$ cat src/rtl/instr_fetch_unit.sv
// rtl/instr_fetch_unit.sv - instruction fetch: memory request FSM, prefetch buffer, branch/jump redirect
// Optional feature macro: IFU_PREFETCH_BUF_EN (two-entry prefetch buffer; one entry otherwise)
module instr_fetch_unit #(
  parameter logic [31:0] RESET_PC = 32'h0000_0000
) (
  input  logic        clk,
  input  logic        rst,
  output logic        imem_req,
  output logic [31:0] imem_addr,
  input  logic        imem_ack,
  input  logic [31:0] imem_rdata,
  output logic        instr_valid,
  input  logic        instr_ready,
  output logic [31:0] instr,
  output logic [5:0]  opcode,
  output logic [31:0] instr_pc,
  input  logic        branch_taken,
  input  logic [31:0] branch_target,
  input  logic        jump,
  input  logic [25:0] jump_index
);

`ifdef IFU_PREFETCH_BUF_EN
  localparam logic [1:0] DEPTH = 2'd2;
`else
  localparam logic [1:0] DEPTH = 2'd1;
`endif

  typedef enum logic [1:0] {
    IDLE  = 2'd0,
    REQ   = 2'd1,
    WAIT  = 2'd2,
    DRAIN = 2'd3
  } state_t;

  state_t            state_q, state_d;
  logic [31:0]       fetch_pc_q, fetch_pc_d;
  logic [31:0]       addr_q, addr_d;
  logic [1:0]        count_q, count_d;
  logic [1:0][31:0]  buf_instr_q, buf_instr_d;
  logic [1:0][31:0]  buf_pc_q, buf_pc_d;

  logic        req;
  logic        push;
  logic        pop;
  logic        redirect;
  logic [3:0]  jump_region;
  logic [31:0] redirect_target;
  logic [1:0]  widx;

  // Redirect decode: branch is older than the jump, so it wins; the jump keeps the
  // upper nibble of (jump pc + 4), computed as a carry into bits [31:28].
  always_comb begin
    pop             = (count_q != 2'd0) && instr_ready;
    redirect        = branch_taken || jump;
    jump_region     = buf_pc_q[0][31:28] + {3'b000, &buf_pc_q[0][27:2]};
    redirect_target = branch_taken ? branch_target : {jump_region, jump_index, 2'b00};
  end

  // Fetch FSM: issue a request only when the buffer has room; a redirect during an
  // outstanding request waits in DRAIN for its ack so the stale word is dropped.
  always_comb begin
    state_d    = state_q;
    fetch_pc_d = fetch_pc_q;
    addr_d     = addr_q;
    req        = 1'b0;
    push       = 1'b0;
    case (state_q)
      IDLE: begin
        state_d = REQ;
      end
      REQ: begin
        if (count_q < DEPTH) begin
          req     = 1'b1;
          addr_d  = fetch_pc_q;
          state_d = redirect ? DRAIN : WAIT;
        end
      end
      WAIT: begin
        req = 1'b1;
        if (imem_ack) begin
          state_d = REQ;
          if (!redirect) begin
            push       = 1'b1;
            fetch_pc_d = fetch_pc_q + 32'd4;
          end
        end else if (redirect) begin
          state_d = DRAIN;
        end
      end
      DRAIN: begin
        req = 1'b1;
        if (imem_ack) begin
          state_d = REQ;
        end
      end
      default: begin
        state_d = IDLE;
      end
    endcase
    if (redirect) begin
      fetch_pc_d = redirect_target;
    end
  end

  // Prefetch buffer: entry 0 is the head; pop shifts entry 1 down, push lands after
  // the surviving entries, and a redirect flushes everything.
  always_comb begin
    count_d     = count_q;
    buf_instr_d = buf_instr_q;
    buf_pc_d    = buf_pc_q;
    widx        = count_q - {1'b0, pop};
    if (redirect) begin
      count_d = 2'd0;
    end else begin
      if (pop) begin
        buf_instr_d[0] = buf_instr_q[1];
        buf_pc_d[0]    = buf_pc_q[1];
      end
      if (push) begin
        buf_instr_d[widx[0]] = imem_rdata;
        buf_pc_d[widx[0]]    = addr_q;
      end
      count_d = count_q + {1'b0, push} - {1'b0, pop};
    end
  end

  // State register; reset overrides every handshake and redirect input.
  always_ff @(posedge clk) begin
    if (rst) begin
      state_q     <= IDLE;
      fetch_pc_q  <= RESET_PC;
      addr_q      <= 32'd0;
      count_q     <= 2'd0;
      buf_instr_q <= '0;
      buf_pc_q    <= '0;
    end else begin
      state_q     <= state_d;
      fetch_pc_q  <= fetch_pc_d;
      addr_q      <= addr_d;
      count_q     <= count_d;
      buf_instr_q <= buf_instr_d;
      buf_pc_q    <= buf_pc_d;
    end
  end

  // Output drive: the address follows fetch_pc while issuing and is held from addr_q
  // for the rest of the request.
  always_comb begin
    imem_req    = req;
    imem_addr   = (state_q == REQ) ? fetch_pc_q : addr_q;
    instr_valid = (count_q != 2'd0);
    instr       = buf_instr_q[0];
    opcode      = buf_instr_q[0][31:26];
    instr_pc    = buf_pc_q[0];
  end

endmodule

$ cat config.mk
export PLATFORM = sky130hd
export DESIGN_NAME = instr_fetch_unit
export DESIGN_NICKNAME = d
export VERILOG_FILES = /design/src/rtl/instr_fetch_unit.sv
export SDC_FILE = /design/constraint.sdc
export NUM_CORES = 1
export LEC_CHECK = 0
export ABC_AREA = 0
export ABC_CLOCK_PERIOD_IN_PS = 2250
export BUFFER_PORTS_ARGS = -buffer_cell sky130_fd_sc_hd__buf_2
export CORE_UTILIZATION = 50
export DETAILED_ROUTE_END_ITERATION = 6
export PLACE_DENSITY = 0.86
export SYNTH_ARGS = -nofsm -noshare
export SYNTH_HDL_FRONTEND = slang
export SYNTH_SLANG_ARGS = --single-unit
$ cat constraint.sdc
create_clock -name clk -period 2.25 [get_ports clk]
set_clock_uncertainty 0.1 [all_clocks]
set_input_delay 0 -clock clk [delete_from_list [all_inputs] [get_ports clk]]
set_output_delay 0 -clock clk [all_outputs]
set_load 0.02 [all_outputs]
; ---- Word level (Yosys, flattened, before mapping)
; Index checks and enable logic that the tools add are counted.
[totals]
ff_bits = 196
inputBits = 96
wordCells = 63
out_inout_bits = 104
[classes]
n_reduce_logical = 14
magnitude_cmp = 3
n_eq_ne = 6
n_addsub = 5
n_mux = 26
bitwise_logic = 1
[ops]
columns = operator, n
row1 = $mux W32, 12
row2 = $bwmux W64, 2
row3 = $add A32 B3 Y32 const B, 1
row4 = $demux W32 S1, 1
row5 = $reduce_and A26 Y1, 1
row6 = $mux W2, 4
row7 = $pmux W2 S4, 1
row8 = $reduce_and A2 Y1, 3
row9 = $reduce_bool A2 Y1, 3
row10 = $mux W1, 5
row11 = $add A4 B1 Y4, 1
row12 = $eq A2 B2 Y1 const B, 2
row13 = $ne A2 B2 Y1 const B, 2
row14 = $reduce_or A2 Y1, 2
row15 = $ne A3 B3 Y1 const B, 1
row16 = $reduce_and A3 Y1, 1
row17 = $add A2 B1 Y2, 1
row18 = $eq A2 B1 Y1 const B, 1
row19 = $logic_and A1 B1 Y1, 2
row20 = $logic_not A2 Y1, 1
row21 = $lt A1 B2 Y1 const B, 1
row22 = $lt A2 B1 Y1 const B, 1
row23 = $pmux W1 S2, 1
row24 = $sub A2 B1 Y2, 1
row25 = 4 further kinds, 4

; ---- Longest topological paths before layout
; Gate-level depths: netlist of run 1.
[depth]
word_depth = 9
mapped_depth = 10
mapped_depth_nobuf = 10

; ---- Worst setup path before layout of run 1
; Ideal clock, no wire load.
[synth_path]
kind = register to register
start = register buf_pc_q, in the netlist instr_pc[11]
end = register fetch_pc_q[30]
setup_time_ps = 70
t_required_ps = 2080
slack_ps = -77
arrival_ps = 2157
n_path_buf = 0
path_stages_with_launch = 11
cell_sequence = dfxtp_1 nand4_1 or4_1 nor4_1 ha_1 ha_1 xnor2_1 nand3_1 o21ai_0 or3_1 a21oi_1
[synth_between]
elab_chain_len = 4
[synth_rtl]
columns = item, line_no
row1 = start: declaration, 41  ; logic [1:0][31:0] buf_pc_q, buf_pc_d;
row2 = start signal: assignment, 143  ; buf_pc_q <= buf_pc_d;
row3 = $reduce_and A26 Y1, 56  ; jump_region = buf_pc_q[0][31:28] + {3'b000, &buf_pc_q[0][27:2]};
row4 = $add A4 B1 Y4, 56
row5 = $mux W32, 57  ; redirect_target = branch_taken ? branch_target : {jump_region, jump_index, 2'b00};
row6 = $mux W32, 101  ; if (redirect) begin
row7 = end signal: assignment, 139  ; fetch_pc_q <= fetch_pc_d;
row8 = end: declaration, 37  ; logic [31:0] fetch_pc_q, fetch_pc_d;
; Every way passes these cells.
; A chain may end at the register's enable or synchronous reset.

; ---- Final worst setup path of run 1
[layout_path]
start = register buf_pc_q, in the netlist instr_pc[14]
end = register fetch_pc_q[31]
; Same word-level chain as after synthesis.

==> metrics.txt, run 1 <==
# TYPE chip_impl_metric gauge
chip_impl_metric{name="detail_route.drc_violations",unit=""} 0
chip_impl_metric{name="clk_pin_slew",unit="ps"} 70
chip_impl_metric{name="route.layer.met1.wl",unit="mm"} 12.3
chip_impl_metric{name="instances_no_fill",unit=""} 1680
chip_impl_metric{name="slew_viol_final",unit=""} 0
chip_impl_metric{name="placeableCoreArea",unit="mm2"} 0.0188
chip_impl_metric{name="vias_per_cell",unit=""} 5.87
chip_impl_metric{name="io_pins",unit=""} 200
chip_impl_metric{name="placed_cells",unit=""} 1551
chip_impl_metric{name="post-dp-hpwl",unit="mm"} 19.5
chip_impl_info{name="cts-root-buf",value="clkbuf_16"} 1
chip_impl_metric{name="total_routing_usage_gr",unit=""} 0.302
chip_impl_metric{name="start_util",unit=""} 0.512
chip_impl_info{name="rsz0062_at_grt",value="yes"} 1
chip_impl_info{name="dr.max_layer_used",value="met4"} 1
chip_impl_metric{name="avgRoutedWirePerCell",unit="um"} 17.9
chip_impl_metric{name="critical_path.n_buffers_inverters",unit=""} 1
chip_impl_metric{name="netlist-cell-type-count",unit=""} 59
chip_impl_info{name="holdCritStartpoint",value="branch_target[10]"} 1
chip_impl_info{name="netlist.top_cell.by_area",value="dfxtp_1"} 1
chip_impl_info{name="synth-main-ff-cell",value="dfxtp_1"} 1
chip_impl_info{name="post-synth-top-count-cell",value="nand2_1"} 1
chip_impl_metric{name="postRouteWirelength",unit="mm"} 30.1
chip_impl_metric{name="via_count",unit=""} 9856
chip_impl_info{name="worstPathCellList",value="nand4_1 > or4_4 > nor4_4 > ha_2 > buf_6 > nand3_2 > xor2_1 > nor2_1 > a221oi_1 > o22ai_1"} 1
chip_impl_metric{name="detailedRoute.firstPassIterationCount",unit=""} 5
chip_impl_metric{name="power_density",unit="mW/mm2"} 657
chip_impl_metric{name="placement_rows",unit=""} 50
chip_impl_metric{name="synthesis.instances",unit=""} 1218
chip_impl_info{name="status",value="finished with violations"} 1
chip_impl_metric{name="achievable-frequency",unit="GHz"} 0.412
chip_impl_metric{name="seq_area_frac_synth",unit=""} 0.409
chip_impl_info{name="worst_setup_path_startpoint",value="instr_pc[14]"} 1
chip_impl_info{name="failed_checks",value="setup timing"} 1
chip_impl_metric{name="synth_seq_cells",unit=""} 196
chip_impl_metric{name="dieHeight",unit="um"} 141
chip_impl_metric{name="finalSetupViolations",unit=""} 2
chip_impl_metric{name="synth_area_per_cell",unit="um2"} 7.89
chip_impl_metric{name="cts_made_buffers",unit=""} 17
chip_impl_metric{name="cts-htree-levels",unit=""} 4
chip_impl_metric{name="wl_met2",unit="mm"} 14.2
chip_impl_metric{name="port_buffers",unit=""} 199
chip_impl_metric{name="antenna_found_initial",unit=""} 0
chip_impl_metric{name="ctsLongestPathBuffers",unit=""} 2
chip_impl_info{name="critPathLaunchType",value="flop"} 1
chip_impl_metric{name="grt_start_max_net_pins",unit=""} 101
chip_impl_info{name="cp_top_family",value="simple AND/OR/NAND/NOR gates"} 1
chip_impl_metric{name="power_leakage",unit="uW"} 0.00482
chip_impl_metric{name="cts.sink_count",unit=""} 196
chip_impl_metric{name="synth_largest_type_area_fraction",unit=""} 0.409
chip_impl_metric{name="grt_pass1_wl",unit="mm"} 47.3
chip_impl_metric{name="synth-edff-count",unit=""} 0
chip_impl_info{name="synth.top_cells.by_count",value="239 x nand2_1, 196 x dfxtp_1, 121 x a21oi_1"} 1
chip_impl_metric{name="asyncSetResetFlopFracSynth",unit=""} 0
chip_impl_metric{name="route.met3.wl",unit="mm"} 2.38
chip_impl_metric{name="final-hold-violation-count",unit=""} 0
chip_impl_metric{name="critical_path_arrival",unit="ps"} 2620
chip_impl_metric{name="antenna_cells",unit=""} 0
chip_impl_metric{name="timing_worst_slew_pin_value",unit="ps"} 750
chip_impl_metric{name="yosysWarnings",unit=""} 0
chip_impl_metric{name="power_total",unit="uW"} 8070
chip_impl_metric{name="slew_headroom",unit=""} 0.500
chip_impl_metric{name="place_congestion",unit=""} 0.959
chip_impl_metric{name="post_route_cells_drive_above_1_share",unit=""} 0.251
chip_impl_metric{name="slowest_delay",unit="ps"} 520
chip_impl_metric{name="finalWorstSetupSlack",unit="ps"} -176
chip_impl_metric{name="num-nets-final",unit=""} 1538
chip_impl_metric{name="number_of_global_route_vias_before_repair",unit=""} 9218
chip_impl_metric{name="die_outline_area",unit="mm2"} 0.0198
chip_impl_info{name="worstSetupEndpointType",value="flop"} 1
chip_impl_metric{name="synth.cell_area",unit="mm2"} 0.00960
chip_impl_info{name="criticalPathCategory",value="flop to flop"} 1
chip_impl_metric{name="die_x",unit="um"} 141
chip_impl_info{name="hp-class",value="input port to flop"} 1
chip_impl_metric{name="detailedRoute.firstIterationViolations",unit=""} 1046
chip_impl_metric{name="required",unit="ps"} 2440
chip_impl_metric{name="overflow",unit=""} 0
chip_impl_info{name="worstReg2RegStart",value="instr_pc[14]"} 1
chip_impl_metric{name="peakVddDrop",unit="mV"} 0.557
chip_impl_metric{name="path_max_fanout",unit=""} 2
chip_impl_metric{name="synth.net_count",unit=""} 1323
chip_impl_info{name="post_synth_main_area_contributors",value="dfxtp_1 41%, nand2_1 9.3%, a21oi_1 6.3%, buf_4 5.5%, o21ai_0 4.4%"} 1
chip_impl_metric{name="worst_skew_pair_later_pin_latency",unit="ps"} 430
chip_impl_metric{name="final_period_minus_worst_setup_slack",unit="ps"} 2430
chip_impl_info{name="cts_tree",value="yes"} 1
chip_impl_metric{name="area_delta_synth_final",unit="%"} 27.9
chip_impl_metric{name="max_cap_viol_count",unit=""} 0
chip_impl_metric{name="final_antenna_net_count",unit=""} 0
chip_impl_info{name="crit_slowest_cell",value="or4_4"} 1
chip_impl_metric{name="finalCritPeriodShare",unit=""} 1.08
-- metal layers --
layer	up-vias	GRT usage
met1	4583	0.384
li1	4629	-
met5	-	0
met3	91	0.0537
met4	0	0.138
met2	553	0.500
-- registers in the layout, indices dropped and copies added (netlist names) --
| name | count |
|---|---|
| state_q | 2 |
| count_q | 2 |
| addr_q | 32 |
| buf_pc_q | 32 |
| fetch_pc_q | 32 |
| instr_pc | 32 |
| instr | 32 |
| buf_instr_q | 32 |
-- path summary, 6_finish.rpt --
kind	end	slack (ps)	cells after the start
max reg2reg	fetch_pc_q[31]	-180	10
min	fetch_pc_q[10]	30	5
min reg2reg	buf_instr_q[44]	350	2
max	fetch_pc_q[31]	-180	10
-- area by class of cell --
cell class                      instances  area, um2
Tap cell                              234        293
Sequential cell                       196       3930
Inverter                               15       56.3
Timing Repair Buffer                  363       2570
Clock buffer                           21        440
Fill cell                            1455       6490
Clock inverter                         11        154
Multi-Input combinational cell        840       4840
-- through the flow --
step	cell area, um2	setup TNS (ps)	utilization	hold WS (ps)	setup slack, ps
floorplan	9610	0	-	36.0	26.9
finish	12300	-346	0.654	31.2	-176
CTS	12200	-499	0.651	12.6	-250
detailed placement	10600	-462	0.566	146	-328
global placement	10600	-374	0.566	134	-276
global route	12300	-484	0.654	59.2	-245
-- worst register-to-register path, delay by kind of cell, from the launching register on --
family / cells / cell delay, ps
compound gates: 2 / 340
fa+ha+maj: 1 / 270
buf+inv: 1 / 100
simple gates: 5 / 980
xor+xnor: 1 / 140
flops: 1 / 340
-- what timing repair did --
action | CTS | global route
cloned | 0 | 0
pin swaps | 8 | 6
hold buffers | 96 | 0
endpoints found under the hold margin | 108 | 0
setup endpoints to repair | 3 | 12
buffers inserted | 1 | 0
gates resized for setup | 12 | 13
-- kinds of logic (layout without fill, tap and decap cells) --
group	after synthesis	in the layout	share of synthesized area
AO/OA/AOI/OAI	331	331	0.211
flip-flops	196	196	0.409
XOR/XNOR	15	15	0.0137
buffers and inverters	182	410	0.100
AND/OR/NAND/NOR	450	450	0.214
adder cells (fa/ha/maj)	9	9	0.0117
multiplexers	35	35	0.0405
-- layout by cell type (no fill, tap or decap), drive strengths merged, types with 7 or more instances in the layout --
cell type      n
clkbuf        22
nor4           8
a211oi        56
nor3           7
dlygate4sd3   96
xnor2          9
o22ai          7
a22oi         12
a311oi        20
nand3         17
nor2          90
dfxtp        196
inv           16
mux2          31
nand2        239
buf          266
o21ai         84
ha             9
nand4         15
a21oi        121
or3           45
-- report_power, final --
part / leakage [uW] / internal (uW) / switching [uW]
combinational: 0.00294 / 543 / 741
clock: 0.000287 / 1760 / 1350
sequential: 0.00159 / 3560 / 108
Note: power is estimated with default switching activity, not from simulation.
==> run 2: changes to the inputs <==
--- a/config.mk
+++ b/config.mk
@@ -5,12 +5,14 @@
 export SDC_FILE = /design/constraint.sdc
 export NUM_CORES = 1
 export LEC_CHECK = 0
-export ABC_AREA = 0
+export ABC_AREA = 1
 export ABC_CLOCK_PERIOD_IN_PS = 2250
 export BUFFER_PORTS_ARGS = -buffer_cell sky130_fd_sc_hd__buf_2
-export CORE_UTILIZATION = 50
+export CELL_PAD_IN_SITES_DETAIL_PLACEMENT = 1
+export CELL_PAD_IN_SITES_GLOBAL_PLACEMENT = 1
+export CORE_UTILIZATION = 35
 export DETAILED_ROUTE_END_ITERATION = 6
-export PLACE_DENSITY = 0.86
+export PLACE_DENSITY = 0.85
 export SYNTH_ARGS = -nofsm -noshare
 export SYNTH_HDL_FRONTEND = slang
 export SYNTH_SLANG_ARGS = --single-unit
==> constraint.sdc (replaced) <==
create_clock -name clk -period 2.25 [get_ports clk]
set_clock_uncertainty 0.1 [all_clocks]
set_input_delay 0.1125 -clock clk [delete_from_list [all_inputs] [get_ports clk]]
set_output_delay 0.1125 -clock clk [all_outputs]
set_load 0.02 [all_outputs]
==> run 2 against run 1 <==
Against the previous run:
- final cell count rose by 21%
- count of clock-buffer cells in the layout decreased by 1
- register-to-register slack improved by 290 ps
- critical endpoint is now imem_addr[9]
- core utilization is 22 points lower
- synthesized cell count grew 23%
- die area rose by 49%
- the run now ends clean
- first-iteration DRC count fell by 36%
- sequential share of layout area rose by 0.52 points
- sequential power increased by 5.7%
- via count rose by 5.5%
- design area shrank 1.5%
- power up 9.2%
==> metrics.txt, run 2 <==
# TYPE chip_impl_metric gauge
chip_impl_metric{name="post-dp-hpwl",unit="mm"} 23.6
chip_impl_metric{name="overflow",unit=""} 0
chip_impl_metric{name="worst_hold_slack",unit="ps"} 8.16
chip_impl_metric{name="netlist-cell-type-count",unit=""} 35
chip_impl_metric{name="synth-edff-count",unit=""} 0
chip_impl_metric{name="avgRoutedWirePerCell",unit="um"} 17.3
chip_impl_metric{name="power.share.switching",unit=""} 0.336
chip_impl_metric{name="clockPowerShare",unit=""} 0.329
chip_impl_info{name="post-synth-top-count-cell",value="o21ai_0"} 1
chip_impl_metric{name="power.sequential.fraction",unit=""} 0.440
chip_impl_info{name="synth-main-ff-cell",value="dfxtp_1"} 1
chip_impl_metric{name="peakVddDrop",unit="mV"} 0.570
chip_impl_metric{name="synth.mux.area_fraction",unit=""} 0
chip_impl_metric{name="placeableCoreArea",unit="mm2"} 0.0281
chip_impl_metric{name="synth.net_count",unit=""} 1605
chip_impl_metric{name="detailedRoute.firstIterationViolations",unit=""} 665
chip_impl_metric{name="seq_area_frac_synth",unit=""} 0.388
chip_impl_metric{name="post_synth_fa_ha_maj_area_fraction",unit=""} 0.0111
chip_impl_metric{name="cts-htree-levels",unit=""} 4
chip_impl_info{name="final_common_cell",value="o21ai_0"} 1
chip_impl_metric{name="dieHeight",unit="um"} 172
chip_impl_metric{name="power_total",unit="uW"} 8810
chip_impl_metric{name="synth.cell_area",unit="mm2"} 0.0101
chip_impl_metric{name="antenna_cells",unit=""} 0
chip_impl_metric{name="critical_path.n_buffers_inverters",unit=""} 3
chip_impl_metric{name="critical_path_arrival",unit="ps"} 1960
chip_impl_metric{name="timing_worst_slew_pin_value",unit="ps"} 552
chip_impl_metric{name="yosysWarnings",unit=""} 0
chip_impl_info{name="most-common-layout-cells",value="268 x o21ai_0, 252 x nand2_1, 235 x nor2_1, 199 x buf_2, 184 x dfxtp_1"} 1
chip_impl_metric{name="place_congestion",unit=""} 0.862
chip_impl_metric{name="final_period_minus_worst_setup_slack",unit="ps"} 2180
chip_impl_metric{name="placement_rows",unit=""} 61
chip_impl_metric{name="final-hold-violation-count",unit=""} 0
chip_impl_metric{name="synth_compound_area_frac",unit=""} 0.239
chip_impl_info{name="holdCritStartpoint",value="branch_target[15]"} 1
chip_impl_metric{name="number_of_global_route_vias_before_repair",unit=""} 10400
chip_impl_metric{name="die_x",unit="um"} 172
chip_impl_info{name="post_synth_main_area_contributors",value="dfxtp_1 39%, o21ai_0 13%, nand2_1 9.4%, nor2_1 8.8%, a21oi_1 8.3%"} 1
chip_impl_metric{name="clk_pin_slew",unit="ps"} 70
chip_impl_metric{name="finalSetupViolations",unit=""} 0
chip_impl_metric{name="detailedRoute.firstPassIterationCount",unit=""} 6
chip_impl_metric{name="achievable-frequency",unit="GHz"} 0.459
chip_impl_info{name="netlist.top_cell.by_area",value="dfxtp_1"} 1
chip_impl_metric{name="post_route_cells_drive_above_1_share",unit=""} 0.195
chip_impl_metric{name="ctsLongestPathBuffers",unit=""} 2
chip_impl_metric{name="area_delta_synth_final",unit="%"} 19.8
chip_impl_metric{name="synth_seq_cells",unit=""} 196
chip_impl_metric{name="synthesis.instances",unit=""} 1500
chip_impl_metric{name="final_antenna_net_count",unit=""} 0
chip_impl_info{name="crit_slowest_cell",value="o21ai_0"} 1
chip_impl_metric{name="start_util",unit=""} 0.360
chip_impl_metric{name="die_outline_area",unit="mm2"} 0.0295
chip_impl_metric{name="detail_route.drc_violations",unit=""} 0
chip_impl_metric{name="path_max_fanout",unit=""} 66
chip_impl_metric{name="via_count",unit=""} 10400
chip_impl_info{name="hp-class",value="input port to flop"} 1
chip_impl_metric{name="port_buffers",unit=""} 199
chip_impl_metric{name="finalCritPeriodShare",unit=""} 0.967
chip_impl_metric{name="internal_power",unit="uW"} 5850
chip_impl_metric{name="required",unit="ps"} 2040
chip_impl_metric{name="postRouteWirelength",unit="mm"} 35.1
chip_impl_metric{name="worst_skew_pair_later_pin_latency",unit="ps"} 440
chip_impl_metric{name="io_pins",unit=""} 200
chip_impl_metric{name="max_cap_viol_count",unit=""} 0
chip_impl_metric{name="comb_power_frac",unit=""} 0.230
chip_impl_info{name="worst_hold_path.endpoint",value="fetch_pc_q[15]"} 1
chip_impl_info{name="cts_tree",value="yes"} 1
chip_impl_metric{name="synth_area_per_cell",unit="um2"} 6.73
chip_impl_metric{name="grt_start_max_net_pins",unit=""} 73
chip_impl_info{name="regToRegEndpoint",value="fetch_pc_q[30]"} 1
chip_impl_metric{name="vias_per_cell",unit=""} 5.14
chip_impl_metric{name="cts.sink_count",unit=""} 196
chip_impl_info{name="rsz0062_at_grt",value="yes"} 1
chip_impl_metric{name="synth_simple_gate_area_share",unit=""} 0.217
chip_impl_info{name="criticalPathCategory",value="flop to output port"} 1
chip_impl_metric{name="cts_made_buffers",unit=""} 17
chip_impl_metric{name="whs_path_depth",unit=""} 5
chip_impl_metric{name="antenna_found_initial",unit=""} 0
chip_impl_metric{name="ff2ff_path_depth",unit=""} 11
chip_impl_metric{name="num-nets-final",unit=""} 1740
chip_impl_info{name="worstSetupEndpointType",value="output port"} 1
chip_impl_metric{name="slew_viol_final",unit=""} 0
chip_impl_metric{name="xor_xnor_fraction_of_synth_area",unit=""} 0.0104
chip_impl_info{name="combinational_family_with_the_most_area_after_synthesis",value="compound AO/OA/AOI/OAI gates"} 1
chip_impl_metric{name="r2r_setup_slack",unit="ps"} 110
chip_impl_metric{name="power_density",unit="mW/mm2"} 728
chip_impl_metric{name="slowest_delay",unit="ps"} 410
chip_impl_metric{name="power_leakage",unit="uW"} 0.00534
chip_impl_info{name="cp_top_family",value="buffers and inverters"} 1
chip_impl_info{name="synth.top_cells.by_count",value="269 x o21ai_0, 252 x nand2_1, 237 x nor2_1"} 1
chip_impl_info{name="cts-root-buf",value="clkbuf_16"} 1
chip_impl_info{name="critPathLaunchType",value="flop"} 1
chip_impl_metric{name="asyncSetResetFlopFracSynth",unit=""} 0
chip_impl_info{name="status",value="finished clean"} 1
chip_impl_metric{name="switching_power",unit="uW"} 2960
chip_impl_metric{name="total_routing_usage_gr",unit=""} 0.237
chip_impl_metric{name="grt_pass1_wl",unit="mm"} 54.7
chip_impl_metric{name="slew_headroom",unit=""} 0.632
chip_impl_info{name="worstPathCellList",value="inv_1 > ha_2 > buf_12 > o21ai_0 > buf_2"} 1
chip_impl_info{name="worstReg2RegStart",value="instr_pc[11]"} 1
chip_impl_metric{name="synth_largest_type_area_fraction",unit=""} 0.388
==> run 2: changes by cell type after synthesis, moves of 15 or more <==
cell	before	now
nand3_1	17	32
a311oi_1	20	0
mux2_2	31	0
nor2_1	90	237
a21oi_1	121	168
o21ai_0	84	269
a211oi_1	55	1
clkbuf_1	85	68
inv_1	15	96
or3_1	45	0
==> run 2: cells by family (layout without fill, tap and decap cells) <==
kind of cell	Yosys count	count (layout)
adders and majority gates	9	9
buffers and inverters	270	417
AOI/OAI and AO/OA	464	464
and+or+nand+nor	549	549
xor gates and xnor gates	12	12
DFF	196	196
==> run 2: metrics by stage <==
stage / worst slack [ps] / cell area, um2 / TNS (ps) / std cells / util
after floorplan: 344 / 10100 / 0 / 1500 / -
after global placement: 73.4 / 11000 / 0 / 1939 / 0.390
after detailed placement: 51.2 / 11000 / 0 / 1939 / 0.390
after CTS: 31.5 / 12000 / 0 / 2020 / 0.427
after global routing: -18.5 / 12100 / -31.7 / 2025 / 0.431
final: 73.1 / 12100 / 0 / 2025 / 0.431
==> run 2: what timing repair did <==
action | in CTS | in global routing
pin swaps | 0 | 4
hold endpoints to repair | 76 | 0
setup endpoints to repair | 2 | 10
hold buffers | 50 | 0
gates resized for setup | 1 | 23
setup buffers | 0 | 5
==> run 2: worst min-delay path, stage by stage <==
cell and delay [ps]:
buf_2 80, nand2_1 40, nand2_1 60, a21oi_1 80
a21oi_1 140
==> run 2: final cells by class <==
| class | instances | area, um2 |
|---|---|---|
| fillers | 3702 | 16000 |
| clock buffers | 20 | 467 |
| multi-input cells | 1034 | 4890 |
| flip-flops and latches | 196 | 3940 |
| repair buffers | 285 | 1870 |
| well taps | 378 | 473 |
| inverters | 101 | 382 |
| clock inverters | 11 | 78.8 |
==> run 2: metal layers <==
| metal | wire [um] | vias up | GRT usage |
|---|---|---|---|
| met5 | 0 | - | 0 |
| met4 | 918 | 0 | 0.0858 |
| met3 | 1580 | 53 | 0.0357 |
| met2 | 17000 | 285 | 0.409 |
| met1 | 15600 | 4990 | 0.296 |
| li1 | - | 5071 | - |
==> run 2: power groups by stage <==
stage	Combinational, uW	Clock (uW)	Sequential [uW]
2_1_floorplan	1240	0	3890
6_report	2030	2900	3880
3_5_place_dp	1920	0	3950
5_1_grt	2220	3090	3900
3_3_place_gp	1890	0	3940
4_1_cts	2010	2930	3870
==> run 2: how the worst max path moves through the flow <==
stage,startpoint,endpoint,slack (ps),cells past startpoint
after floorplan,count_q[0],count_q[1],340,9
after global placement,instr_pc[4],fetch_pc_q[30],70,11
after detailed placement,instr_pc[4],fetch_pc_q[30],50,11
after CTS,instr_pc[4],fetch_pc_q[30],30,11
after global routing,instr_pc[11],fetch_pc_q[30],-20,11
final,state_q[1],imem_addr[9],70,5
==> run 3: changes to the inputs <==
--- a/config.mk
+++ b/config.mk
@@ -12,7 +12,8 @@
 export CELL_PAD_IN_SITES_GLOBAL_PLACEMENT = 1
 export CORE_UTILIZATION = 35
 export DETAILED_ROUTE_END_ITERATION = 6
-export PLACE_DENSITY = 0.85
+export PLACE_DENSITY = 0.87
+export SLEW_MARGIN = 10
 export SYNTH_ARGS = -nofsm -noshare
 export SYNTH_HDL_FRONTEND = slang
 export SYNTH_SLANG_ARGS = --single-unit
==> run 3 against run 2 <==
Against the previous run:
- register-to-register slack better by 20 ps
- die area did not move
- the flow now finishes with violations (hold timing)
- design area up 1.4%
- clock power increased by 9.7%
- non-clock buffer count up 5
- core utilization up 0.60 points
==> metrics.txt, run 3 (synthesis gave the netlist of run 2 again) <==
# TYPE chip_impl_metric gauge
chip_impl_metric{name="cts-htree-levels",unit=""} 4
chip_impl_metric{name="clockPowerShare",unit=""} 0.345
chip_impl_metric{name="finalWorstSetupSlack",unit="ps"} 48.7
chip_impl_metric{name="grt_use_met3",unit=""} 0.0382
chip_impl_metric{name="final_period_minus_worst_setup_slack",unit="ps"} 2200
chip_impl_info{name="critPathLaunchType",value="flop"} 1
chip_impl_metric{name="area_delta_synth_final",unit="%"} 21.5
chip_impl_metric{name="final_antenna_net_count",unit=""} 0
chip_impl_metric{name="max_cap_viol_count",unit=""} 0
chip_impl_info{name="hp-class",value="input port to flop"} 1
chip_impl_metric{name="critical_path_arrival",unit="ps"} 1990
chip_impl_metric{name="detail_route.drc_violations",unit=""} 0
chip_impl_metric{name="power.sequential.fraction",unit=""} 0.421
chip_impl_info{name="cts-root-buf",value="clkbuf_16"} 1
chip_impl_metric{name="port_buffers",unit=""} 199
chip_impl_metric{name="timing_worst_slew_pin_value",unit="ps"} 568
chip_impl_metric{name="power_leakage",unit="uW"} 0.00543
chip_impl_metric{name="die_x",unit="um"} 172
chip_impl_metric{name="post_route_cells_drive_above_1_share",unit=""} 0.185
chip_impl_metric{name="power.share.switching",unit=""} 0.356
chip_impl_info{name="status",value="finished with violations"} 1
chip_impl_metric{name="setup_tns",unit="ps"} 0
chip_impl_metric{name="filler_cell_count",unit=""} 3689
chip_impl_metric{name="finish.utilization",unit=""} 0.437
chip_impl_metric{name="place_congestion",unit=""} 0.874
chip_impl_metric{name="post-dp-hpwl",unit="mm"} 23.8
chip_impl_metric{name="overflow",unit=""} 0
chip_impl_metric{name="multi_input_gate_area",unit="mm2"} 0.00487
chip_impl_metric{name="start_util",unit=""} 0.360
chip_impl_metric{name="finalCritPeriodShare",unit=""} 0.978
chip_impl_metric{name="slew_viol_final",unit=""} 0
chip_impl_metric{name="postRouteWirelength",unit="mm"} 35.9
chip_impl_metric{name="required",unit="ps"} 2040
chip_impl_metric{name="path_max_fanout",unit=""} 33
chip_impl_metric{name="ctsLongestPathBuffers",unit=""} 2
chip_impl_metric{name="placeableCoreArea",unit="mm2"} 0.0281
chip_impl_metric{name="switching_power",unit="uW"} 3280
chip_impl_metric{name="die_outline_area",unit="mm2"} 0.0295
chip_impl_metric{name="worst_skew_pair_later_pin_latency",unit="ps"} 450
chip_impl_metric{name="power_density",unit="mW/mm2"} 751
chip_impl_metric{name="clk_pin_slew",unit="ps"} 80
chip_impl_metric{name="worst_hold_slack",unit="ps"} -4.83
chip_impl_metric{name="antenna_cells",unit=""} 0
chip_impl_metric{name="dpl_worst_slack",unit="ps"} 48.6
chip_impl_metric{name="slew_headroom",unit=""} 0.621
chip_impl_metric{name="global_route.usage.met1",unit=""} 0.306
chip_impl_metric{name="grt_pass1_wl",unit="mm"} 56.4
chip_impl_metric{name="achievable-frequency",unit="GHz"} 0.454
chip_impl_metric{name="vias_per_cell",unit=""} 5.23
chip_impl_info{name="most-common-layout-cells",value="267 x o21ai_0, 252 x nand2_1, 236 x nor2_1, 199 x buf_2, 196 x dfxtp_1"} 1
chip_impl_metric{name="grt_start_max_net_pins",unit=""} 82
chip_impl_metric{name="finalSetupViolations",unit=""} 0
chip_impl_metric{name="placement_rows",unit=""} 61
chip_impl_info{name="criticalPathCategory",value="flop to output port"} 1
chip_impl_metric{name="number_of_global_route_vias_before_repair",unit=""} 10700
chip_impl_metric{name="cts.sink_count",unit=""} 196
chip_impl_metric{name="io_pins",unit=""} 200
chip_impl_info{name="top_usage_layer",value="met2"} 1
chip_impl_metric{name="comb_power_frac",unit=""} 0.233
chip_impl_info{name="cts_tree",value="yes"} 1
chip_impl_metric{name="antenna_found_initial",unit=""} 0
chip_impl_metric{name="instances_no_fill",unit=""} 2031
chip_impl_metric{name="placed_cells",unit=""} 1941
chip_impl_metric{name="internal_power",unit="uW"} 5930
chip_impl_metric{name="cts_made_buffers",unit=""} 17
chip_impl_metric{name="peakVddDrop",unit="mV"} 0.571
chip_impl_info{name="rsz0062_at_grt",value="yes"} 1
chip_impl_metric{name="via_count",unit=""} 10600
chip_impl_metric{name="sequential_cell_area",unit="mm2"} 0.00392
chip_impl_metric{name="detailedRoute.firstPassIterationCount",unit=""} 5
chip_impl_metric{name="final-hold-violation-count",unit=""} 1
chip_impl_metric{name="dieHeight",unit="um"} 172
chip_impl_metric{name="total_routing_usage_gr",unit=""} 0.243
chip_impl_metric{name="num-nets-final",unit=""} 1745
chip_impl_metric{name="detailedRoute.firstIterationViolations",unit=""} 843
chip_impl_info{name="final_common_cell",value="o21ai_0"} 1
chip_impl_info{name="failed_checks",value="hold timing"} 1
chip_impl_metric{name="avgRoutedWirePerCell",unit="um"} 17.7
chip_impl_metric{name="groute.layer.met2.usage",unit=""} 0.415
chip_impl_info{name="worstSetupEndpointType",value="output port"} 1
run 3: cell count changes in the layout (fill, tap and decap cells not counted), moves of 3 or more:
cell           delta
clkinv_8          +8
buf_12            +4
buf_4             -4
clkbuf_8          -3
clkinvlp_4        -5
clkinv_2          -3
dlygate4sd3_1     +5
dfxtp_1          +12
dfxtp_2          -12
run 3: power by group through the flow:
stage | sequential (uW) | clock, uW | combinational [uW]
after floorplan | 3890 | 0 | 1240
after global placement | 3940 | 0 | 1890
after detailed placement | 3950 | 0 | 1950
after CTS | 3870 | 3220 | 2050
after global routing | 3910 | 3380 | 2330
final | 3880 | 3180 | 2150
run 3: per-layer routing:
layer  up-vias  wire length, um
met5         -                0
met4         0             1130
met3        82             1560
met2       327            17100
met1      5127            16100
li1       5094                -
run 3: repair_timing:
action / in CTS / in global routing
cloned: 0 / 1
hold buffers: 55 / 0
endpoints found under the setup margin: 1 / 76
hold endpoints to repair: 79 / 0
setup buffers: 0 / 2
gates resized for setup: 1 / 7
run 3: final timing paths:
path	startpoint	slack (ps)	endpoint	cells past startpoint
max	state_q[1]	50	imem_addr[15]	5
min	branch_target[12]	-5	fetch_pc_q[12]	5
min reg2reg	buf_instr_q[48]	360	buf_instr_q[48]	2
max reg2reg	instr_pc[4]	130	fetch_pc_q[30]	10
run 3: stage by stage:
| stage | cell area (um2) | power (uW) |
|---|---|---|
| floorplan | 10100 | 5130 |
| global route | 12300 | 9620 |
| CTS | 12200 | 9150 |
| global placement | 11000 | 5830 |
| finish | 12300 | 9210 |
| detailed placement | 11000 | 5900 |
run 3: final cells by class:
| class | count | share of cell area |
|---|---|---|
| inverter | 101 | 0.0311 |
| clock inverter | 15 | 0.0168 |
| clock buffer | 17 | 0.0347 |
| sequential | 196 | 0.320 |
| multi-input combinational | 1034 | 0.397 |
| timing repair buffer | 290 | 0.162 |
| tap | 378 | 0.0385 |
run 3: critical path: stages (launching register included):
cell and delay [ps]:
dfxtp_1 370, inv_1 110, ha_4 210, buf_12 170, o21ai_0 420, buf_2 260
